--- src/rtl/vx_tma_xfer_ctrl_pkg.sv ---
// Shared types for the TMA element transfer controller: command record,
// FSM state encoding and the element-size clamp helper.
`ifndef MEM_ADDR_WIDTH
`define MEM_ADDR_WIDTH 32
`endif

package vx_tma_xfer_ctrl_pkg;

  localparam int TMA_ADDR_WIDTH = `MEM_ADDR_WIDTH;

  typedef struct packed {
    logic [TMA_ADDR_WIDTH-1:0] gbase;
    logic [TMA_ADDR_WIDTH-1:0] smem_base;
    logic [31:0]               coord0;
    logic [31:0]               coord1;
    logic [31:0]               size0;
    logic [31:0]               size1;
    logic [31:0]               stride0;
    logic [31:0]               tile0;
    logic [31:0]               total;
    logic [3:0]                elem_bytes;
    logic                      is_s2g;
  } tma_xfer_cmd_t;

  typedef enum logic [2:0] {
    ST_IDLE    = 3'd0,
    ST_ISSUE   = 3'd1,
    ST_WAIT_RD = 3'd2,
    ST_WAIT_WR = 3'd3,
    ST_DONE    = 3'd4
  } tma_xfer_state_t;

  function automatic logic [3:0] clamp_elem_bytes(input logic [3:0] eb, input logic [3:0] max_eb);
    return (eb > max_eb) ? max_eb : eb;
  endfunction

endpackage

--- src/rtl/vx_tma_xfer_ctrl_addr_gen.sv ---
// Combinational address and bounds generation for one tile element.
// Works from the latched command fields plus the x/y/smem-offset counters.
module vx_tma_xfer_ctrl_addr_gen #(
  parameter int ADDR_WIDTH = 32
) (
  input  logic [ADDR_WIDTH-1:0] gbase,
  input  logic [ADDR_WIDTH-1:0] smem_base,
  input  logic [31:0]           coord0,
  input  logic [31:0]           coord1,
  input  logic [31:0]           size0,
  input  logic [31:0]           size1,
  input  logic [31:0]           stride0,
  input  logic [3:0]            elem_bytes,
  input  logic [31:0]           x,
  input  logic [31:0]           y,
  input  logic [ADDR_WIDTH-1:0] smem_off,
  output logic [ADDR_WIDTH-1:0] gmem_addr,
  output logic [ADDR_WIDTH-1:0] smem_addr,
  output logic                  in_bounds
);

  logic [31:0]           i0, i1;
  logic [ADDR_WIDTH-1:0] i0_w, i1_w, eb_w, stride_w;

  // element coordinates; both wrap modulo 2^32 before the unsigned bound test
  always_comb begin
    i0        = coord0 + x;
    i1        = coord1 + y;
    in_bounds = (i0 < size0) && (i1 < size1);
  end

  // addresses are formed at ADDR_WIDTH so the result simply wraps
  always_comb begin
    i0_w      = ADDR_WIDTH'(i0);
    i1_w      = ADDR_WIDTH'(i1);
    eb_w      = ADDR_WIDTH'(elem_bytes);
    stride_w  = ADDR_WIDTH'(stride0);
    gmem_addr = gbase + i0_w * eb_w + i1_w * stride_w;
    smem_addr = smem_base + smem_off;
  end

endmodule

--- src/rtl/vx_tma_xfer_ctrl.sv ---
// TMA element transfer controller: walks a tile element by element, reading
// each in-bounds element from the source memory and writing it to the other.
// Optional performance counters are built when TMA_XFER_PERF_EN is defined.
//
// state      | meaning
// IDLE       | waiting for a command (cmd_ready high)
// ISSUE      | evaluate current element: done / read / zero-fill / skip
// WAIT_RD    | read accepted, waiting for rd_rsp_valid
// WAIT_WR    | write request pending until wr_req_ready
// DONE       | done_valid held until done_ready
`ifndef MEM_ADDR_WIDTH
`define MEM_ADDR_WIDTH 32
`endif

module vx_tma_xfer_ctrl
  import vx_tma_xfer_ctrl_pkg::*;
#(
  parameter int ADDR_WIDTH     = `MEM_ADDR_WIDTH,
  parameter int MAX_ELEM_BYTES = 8,
  localparam int DW            = MAX_ELEM_BYTES * 8
) (
  input  logic                  clk,
  input  logic                  reset_n,
  input  logic                  cmd_valid,
  output logic                  cmd_ready,
  input  tma_xfer_cmd_t         cmd_data,
  output logic                  rd_req_valid,
  input  logic                  rd_req_ready,
  output logic [ADDR_WIDTH-1:0] rd_req_addr,
  output logic                  rd_req_smem,
  output logic [3:0]            rd_req_bytes,
  input  logic                  rd_rsp_valid,
  input  logic [DW-1:0]         rd_rsp_data,
  output logic                  wr_req_valid,
  input  logic                  wr_req_ready,
  output logic [ADDR_WIDTH-1:0] wr_req_addr,
  output logic                  wr_req_smem,
  output logic [3:0]            wr_req_bytes,
  output logic [DW-1:0]         wr_req_data,
  output logic                  done_valid,
  input  logic                  done_ready,
  output logic                  busy,
  output logic [31:0]           perf_elems,
  output logic [31:0]           perf_oob
);

  tma_xfer_state_t       state;
  tma_xfer_cmd_t         cmd_q;
  logic [31:0]           idx, x, y, x_nxt, y_nxt;
  logic [ADDR_WIDTH-1:0] smem_off, gmem_addr, smem_addr;
  logic [DW-1:0]         data_q, rsp_mask;
  logic                  in_bounds, wr_fire, skip_evt;

  vx_tma_xfer_ctrl_addr_gen #(.ADDR_WIDTH(ADDR_WIDTH)) u_addr_gen (
    .gbase      (ADDR_WIDTH'(cmd_q.gbase)),
    .smem_base  (ADDR_WIDTH'(cmd_q.smem_base)),
    .coord0     (cmd_q.coord0),
    .coord1     (cmd_q.coord1),
    .size0      (cmd_q.size0),
    .size1      (cmd_q.size1),
    .stride0    (cmd_q.stride0),
    .elem_bytes (cmd_q.elem_bytes),
    .x          (x),
    .y          (y),
    .smem_off   (smem_off),
    .gmem_addr  (gmem_addr),
    .smem_addr  (smem_addr),
    .in_bounds  (in_bounds)
  );

  // cmd_ready drops combinationally with reset so nothing is accepted mid-reset
  assign cmd_ready = (state == ST_IDLE) && reset_n;
  assign busy      = (state != ST_IDLE);
  assign wr_fire   = (state == ST_WAIT_WR) && wr_req_valid && wr_req_ready;
  assign skip_evt  = (state == ST_ISSUE) && !rd_req_valid && (idx != cmd_q.total)
                     && !in_bounds && cmd_q.is_s2g;

  // request fields are zero whenever the matching valid is low
  assign rd_req_addr  = rd_req_valid ? (cmd_q.is_s2g ? smem_addr : gmem_addr) : '0;
  assign rd_req_smem  = rd_req_valid & cmd_q.is_s2g;
  assign rd_req_bytes = rd_req_valid ? cmd_q.elem_bytes : 4'd0;
  assign wr_req_addr  = wr_req_valid ? (cmd_q.is_s2g ? gmem_addr : smem_addr) : '0;
  assign wr_req_smem  = wr_req_valid & ~cmd_q.is_s2g;
  assign wr_req_bytes = wr_req_valid ? cmd_q.elem_bytes : 4'd0;
  assign wr_req_data  = wr_req_valid ? data_q : '0;

  // next tile position: x wraps at tile0 and carries into y; tile0==0 pins both
  always_comb begin
    x_nxt = 32'd0;
    y_nxt = 32'd0;
    if (cmd_q.tile0 != 32'd0) begin
      if (x + 32'd1 == cmd_q.tile0) begin
        x_nxt = 32'd0;
        y_nxt = y + 32'd1;
      end else begin
        x_nxt = x + 32'd1;
        y_nxt = y;
      end
    end
  end

  // byte-lane mask selecting the low elem_bytes bytes of a response
  always_comb begin
    rsp_mask = '0;
    for (int b = 0; b < MAX_ELEM_BYTES; b++) begin
      rsp_mask[b*8 +: 8] = (b < int'(cmd_q.elem_bytes)) ? 8'hFF : 8'h00;
    end
  end

  // transfer sequencing FSM with registered valids
  always_ff @(posedge clk or negedge reset_n) begin
    if (!reset_n) begin
      state        <= ST_IDLE;
      cmd_q        <= '0;
      idx          <= 32'd0;
      x            <= 32'd0;
      y            <= 32'd0;
      smem_off     <= '0;
      data_q       <= '0;
      rd_req_valid <= 1'b0;
      wr_req_valid <= 1'b0;
      done_valid   <= 1'b0;
    end else begin
      case (state)
        ST_IDLE: begin
          if (cmd_valid) begin
            cmd_q            <= cmd_data;
            cmd_q.elem_bytes <= clamp_elem_bytes(cmd_data.elem_bytes, 4'(MAX_ELEM_BYTES));
            idx              <= 32'd0;
            x                <= 32'd0;
            y                <= 32'd0;
            smem_off         <= '0;
            state            <= ST_ISSUE;
          end
        end
        ST_ISSUE: begin
          if (rd_req_valid) begin
            if (rd_req_ready) begin
              rd_req_valid <= 1'b0;
              state        <= ST_WAIT_RD;
            end
          end else if (idx == cmd_q.total) begin
            done_valid <= 1'b1;
            state      <= ST_DONE;
          end else if (in_bounds) begin
            rd_req_valid <= 1'b1;
          end else if (!cmd_q.is_s2g) begin
            data_q       <= '0;
            wr_req_valid <= 1'b1;
            state        <= ST_WAIT_WR;
          end else begin
            idx      <= idx + 32'd1;
            x        <= x_nxt;
            y        <= y_nxt;
            smem_off <= smem_off + ADDR_WIDTH'(cmd_q.elem_bytes);
          end
        end
        ST_WAIT_RD: begin
          if (rd_rsp_valid) begin
            data_q       <= rd_rsp_data & rsp_mask;
            wr_req_valid <= 1'b1;
            state        <= ST_WAIT_WR;
          end
        end
        ST_WAIT_WR: begin
          if (wr_req_ready) begin
            wr_req_valid <= 1'b0;
            idx          <= idx + 32'd1;
            x            <= x_nxt;
            y            <= y_nxt;
            smem_off     <= smem_off + ADDR_WIDTH'(cmd_q.elem_bytes);
            state        <= ST_ISSUE;
          end
        end
        ST_DONE: begin
          if (done_ready) begin
            done_valid <= 1'b0;
            state      <= ST_IDLE;
          end
        end
        default: state <= ST_IDLE;
      endcase
    end
  end

`ifdef TMA_XFER_PERF_EN
  logic [31:0] elems_q, oob_q;
  logic        oob_evt;

  assign oob_evt    = (state == ST_ISSUE) && !rd_req_valid && (idx != cmd_q.total) && !in_bounds;
  assign perf_elems = elems_q;
  assign perf_oob   = oob_q;

  // saturating element / out-of-bounds counters, cleared only by reset
  always_ff @(posedge clk or negedge reset_n) begin
    if (!reset_n) begin
      elems_q <= 32'd0;
      oob_q   <= 32'd0;
    end else begin
      if ((wr_fire || skip_evt) && (elems_q != 32'hFFFF_FFFF)) elems_q <= elems_q + 32'd1;
      if (oob_evt && (oob_q != 32'hFFFF_FFFF)) oob_q <= oob_q + 32'd1;
    end
  end
`else
  assign perf_elems = 32'd0;
  assign perf_oob   = 32'd0;
`endif

endmodule

--- config.mk ---
export PLATFORM = sky130hd
export DESIGN_NAME = vx_tma_xfer_ctrl
export DESIGN_NICKNAME = d
export VERILOG_FILES = /design/src/rtl/vx_tma_xfer_ctrl_pkg.sv /design/src/rtl/vx_tma_xfer_ctrl_addr_gen.sv /design/src/rtl/vx_tma_xfer_ctrl.sv
export SDC_FILE = /design/constraint.sdc
export NUM_CORES = 2
export LEC_CHECK = 0
export ABC_AREA = 1
export CORE_ASPECT_RATIO = 1.25
export CORE_MARGIN = 3
export CORE_UTILIZATION = 55
export CTS_CLUSTER_DIAMETER = 100
export CTS_CLUSTER_SIZE = 8
export DETAILED_ROUTE_END_ITERATION = 8
export PLACE_DENSITY = 0.77
export SYNTH_ARGS = -nofsm -noshare
export SYNTH_HDL_FRONTEND = slang
export SYNTH_SLANG_ARGS = --single-unit
--- constraint.sdc ---
create_clock -name clk -period 11.9 [get_ports clk]
set_clock_uncertainty 0.15 [all_clocks]
set_input_delay 2.975 -clock clk [delete_from_list [all_inputs] [get_ports clk]]
set_output_delay 2.975 -clock clk [all_outputs]
set_load 0.05 [all_outputs]
==> flow_summary.yaml <==
clock_tree:
  cts_buffers: 71
  clock_sinks: 491
  cts_root_buffer: "clkbuf_16"
  ctsHoldBuffers: 0
  cts_tree: "yes"
  cts.clk_slew.worst_paths_ns: 0.05
  h-tree-depth: 3
  cts_buffer_depth: 3
  clock_latency_ns: 0.64
flow_run:
  maxCapViolCount: 0
die:
  die-area_um2: 98150
  num_rows: 125
  io_pins: 571
  initial_utilization_pct: 55.70
  fp.dieH_um: 349.5
  die_w_um: 280.8
  coreArea_um2: 93210
setup_path:
  crit_arrival_ns: 8.77
  crit_path_end: "rd_req_addr[31]"
  slowest_stage: "fa_2"
  r2r_end: "x[8]"
  end_kind: "output port"
  cp-startpoint: "cmd_q[165]"
  r2r-start: "y[7]"
  reg2reg_slack_ns: 5.21
  worstPathRequired_ns: 8.78
  cp-start-kind: "register"
  critPathMaxFanout: 5
  crit_path_max_incr_delay_ns: 0.58
  crit_type: "reg2out"
  r2r_cells: 28
timing:
  slew_violations: 0
  worst_pin_slew_ns: 1.135
  hold_viol_final: 0
  setup_ws_ns: 0.005803
  timing.slew.headroom_pct: 24.33
  timing.fmax_ghz: 0.08407
  tns_ns: 0
  fin_crit_sh_pct: 99.95
  post-route-min-period_ns: 11.89
  setup_violations: 0
  rsz0062_at_grt: "yes"
yosys:
  seq_area_frac_synth_pct: 23.66
  async_flop_share_pct: 100.0
  synth-main-ff-cell: "dfrtp_1"
  syn_area_um2: 51920
  synth-seq-cells: 491
  synthCells: 6872
  synth.distinct_cells: 59
  yosys_warnings: 0
  synth-edff-count: 0
  avgSynthCellArea_um2: 7.556
drt:
  wl_per_cell_um: 21.22
  drc: 0
  firstDrtPassIters: 8
  totalWireLength_mm: 186.2
  vias: 48780
  drt-initial-drc-count: 4604
  routed_via_density: 5.561
  ant_nets: 0
grt:
  grt_max_degree: 166
  grt_pass1_vias: 48570
  groute.usage.overall_pct: 37.58
  grt-ovfl-total: 0
  antenna_found_initial: 15
  grt_pass1_wl_mm: 280.5
final_layout:
  final_util_pct: 69.10
  nets: 8794
  syn_to_final_growth_pct: 24.05
  drive_above_1_share_pct: 12.23
  fin_cells: 8772
worst_hold_path:
  hp-start: "data_q[23]"
  hold_class: "reg2reg"
outcome:
  status: "complete, no violations"
place:
  pre_cts_slack_ns: -0.04342
  port_buffers: 506
  hpwl_mm: 147.4
  gp_congestion: 0.9944
  dp_cells: 8581
synth_stat cells (16+ instances only):
library cell  number  area [um2]
nand2_1         2102        7890
inv_1           1231        4621
fa_1             557       11150
dfrtp_1          491       12290
nor2_1           458        1719
ha_1             328        4104
nand3_1          258        1291
o21ai_0          256        1281
clkbuf_1         189       709.4
a21oi_1          165       825.8
xor2_1           128        1121
xnor2_1           96       840.8
nor3_1            93       465.5
nand4_1           66       412.9
buf_4             65       488.0
nor4_1            51       319.1
o22ai_1           49       306.5
o21ai_2           35       306.5
o31ai_1           33       247.7
o21bai_1          18       135.1
nand3b_1          17       127.6
a31oi_1           16       100.1
cell families (layout without fill, tap and decap cells):
logic type               Yosys count  count (layout)  share of synthesized area [%]
AND/OR/NAND/NOR                 3091            3091                          24.21
AO/OA/AOI/OAI                    639             639                          7.176
other                              1              77                       0.007222
flip-flops                       491             491                          23.66
buffers and inverters           1539            2157                          11.72
XOR/XNOR                         226             226                          3.841
adder cells (fa/ha/maj)          885             885                          29.38
flip-flops by register name (all words and copies together), names as in the netlist:
register,cells
cmd_q,293
data_q,64
idx,32
smem_off,32
x,32
y,32
state,3
done_valid,1
rd_req_valid,1
wr_req_valid,1
cell type report:
cell class                 instances  area [um2]
multi-input combinational       4905       35740
fill                            7734       28800
sequential                       491       12310
timing repair buffer             824        8132
inverter                        1252        4741
clock buffer                      74        1819
tap                             1206        1509
clock inverter                     7       132.6
antenna                           13       32.53
worst max-delay path, delay by kind of cell (launching register included):
kind / cells / cell delay [ns]
DFF: 1 / 0.41
AOI/OAI and AO/OA: 5 / 0.74
adders and majority gates: 11 / 4.91
xor gates and xnor gates: 1 / 0.23
buffers and inverters: 10 / 0.83
and+or+nand+nor: 12 / 1.00
placed cells by master (no fill, tap or decap), drive strengths merged, types with 9 or more instances in the layout:
master            n
clkdlybuf4s50   461
o21bai           18
fa              557
dfrtp           491
a21o              9
diode            13
xnor2            96
nand3b           17
clkinv           13
clkbuf           77
nor3             98
conb             64
buf             360
a31oi            16
o21ai           298
nor2            467
o31ai            33
nor4             52
nand3           260
ha              328
nand2          2112
nand4            67
o22ai            49
a21oi           167
xor2            130
inv            1245
metal layers:
| metal | GRT usage [%] | wire length, um |
|---|---|---|
| met4 | 21.32 | 13650 |
| met3 | 6.352 | 15440 |
| met2 | 60.74 | 85390 |
| met1 | 48.05 | 71650 |
| met5 | 0 | 34 |
through the flow:
| step | hold WS (ns) | instance area [um2] |
|---|---|---|
| floorplan | 0.2989 | 52160 |
| global placement | 0.3116 | 59480 |
| detailed placement | 0.3153 | 59480 |
| CTS | 0.3297 | 62660 |
| global route | 0.3363 | 64410 |
| finish | 0.3281 | 64410 |
repair_timing:
item                                    in CTS  in global routing
endpoints found under the setup margin      33                 28
resized for setup                          216                327
gates cloned                                 0                  2
endpoints found under the hold margin        0                  0
buffers inserted                            35                 60
pin swaps                                   70                183
worst min path at each step:
stage | endpoint | slack (ns) | depth (start not counted)
2_1_floorplan | data_q[46] | 0.30 | 2
3_3_place_gp | data_q[49] | 0.31 | 2
3_5_place_dp | data_q[15] | 0.32 | 2
4_1_cts | data_q[15] | 0.33 | 2
5_1_grt | data_q[18] | 0.34 | 2
6_report | data_q[23] | 0.33 | 2
Power is left out: the tool's default activity adds up to more than one toggle a clock period on the data nets, which glitch-free logic cannot reach.
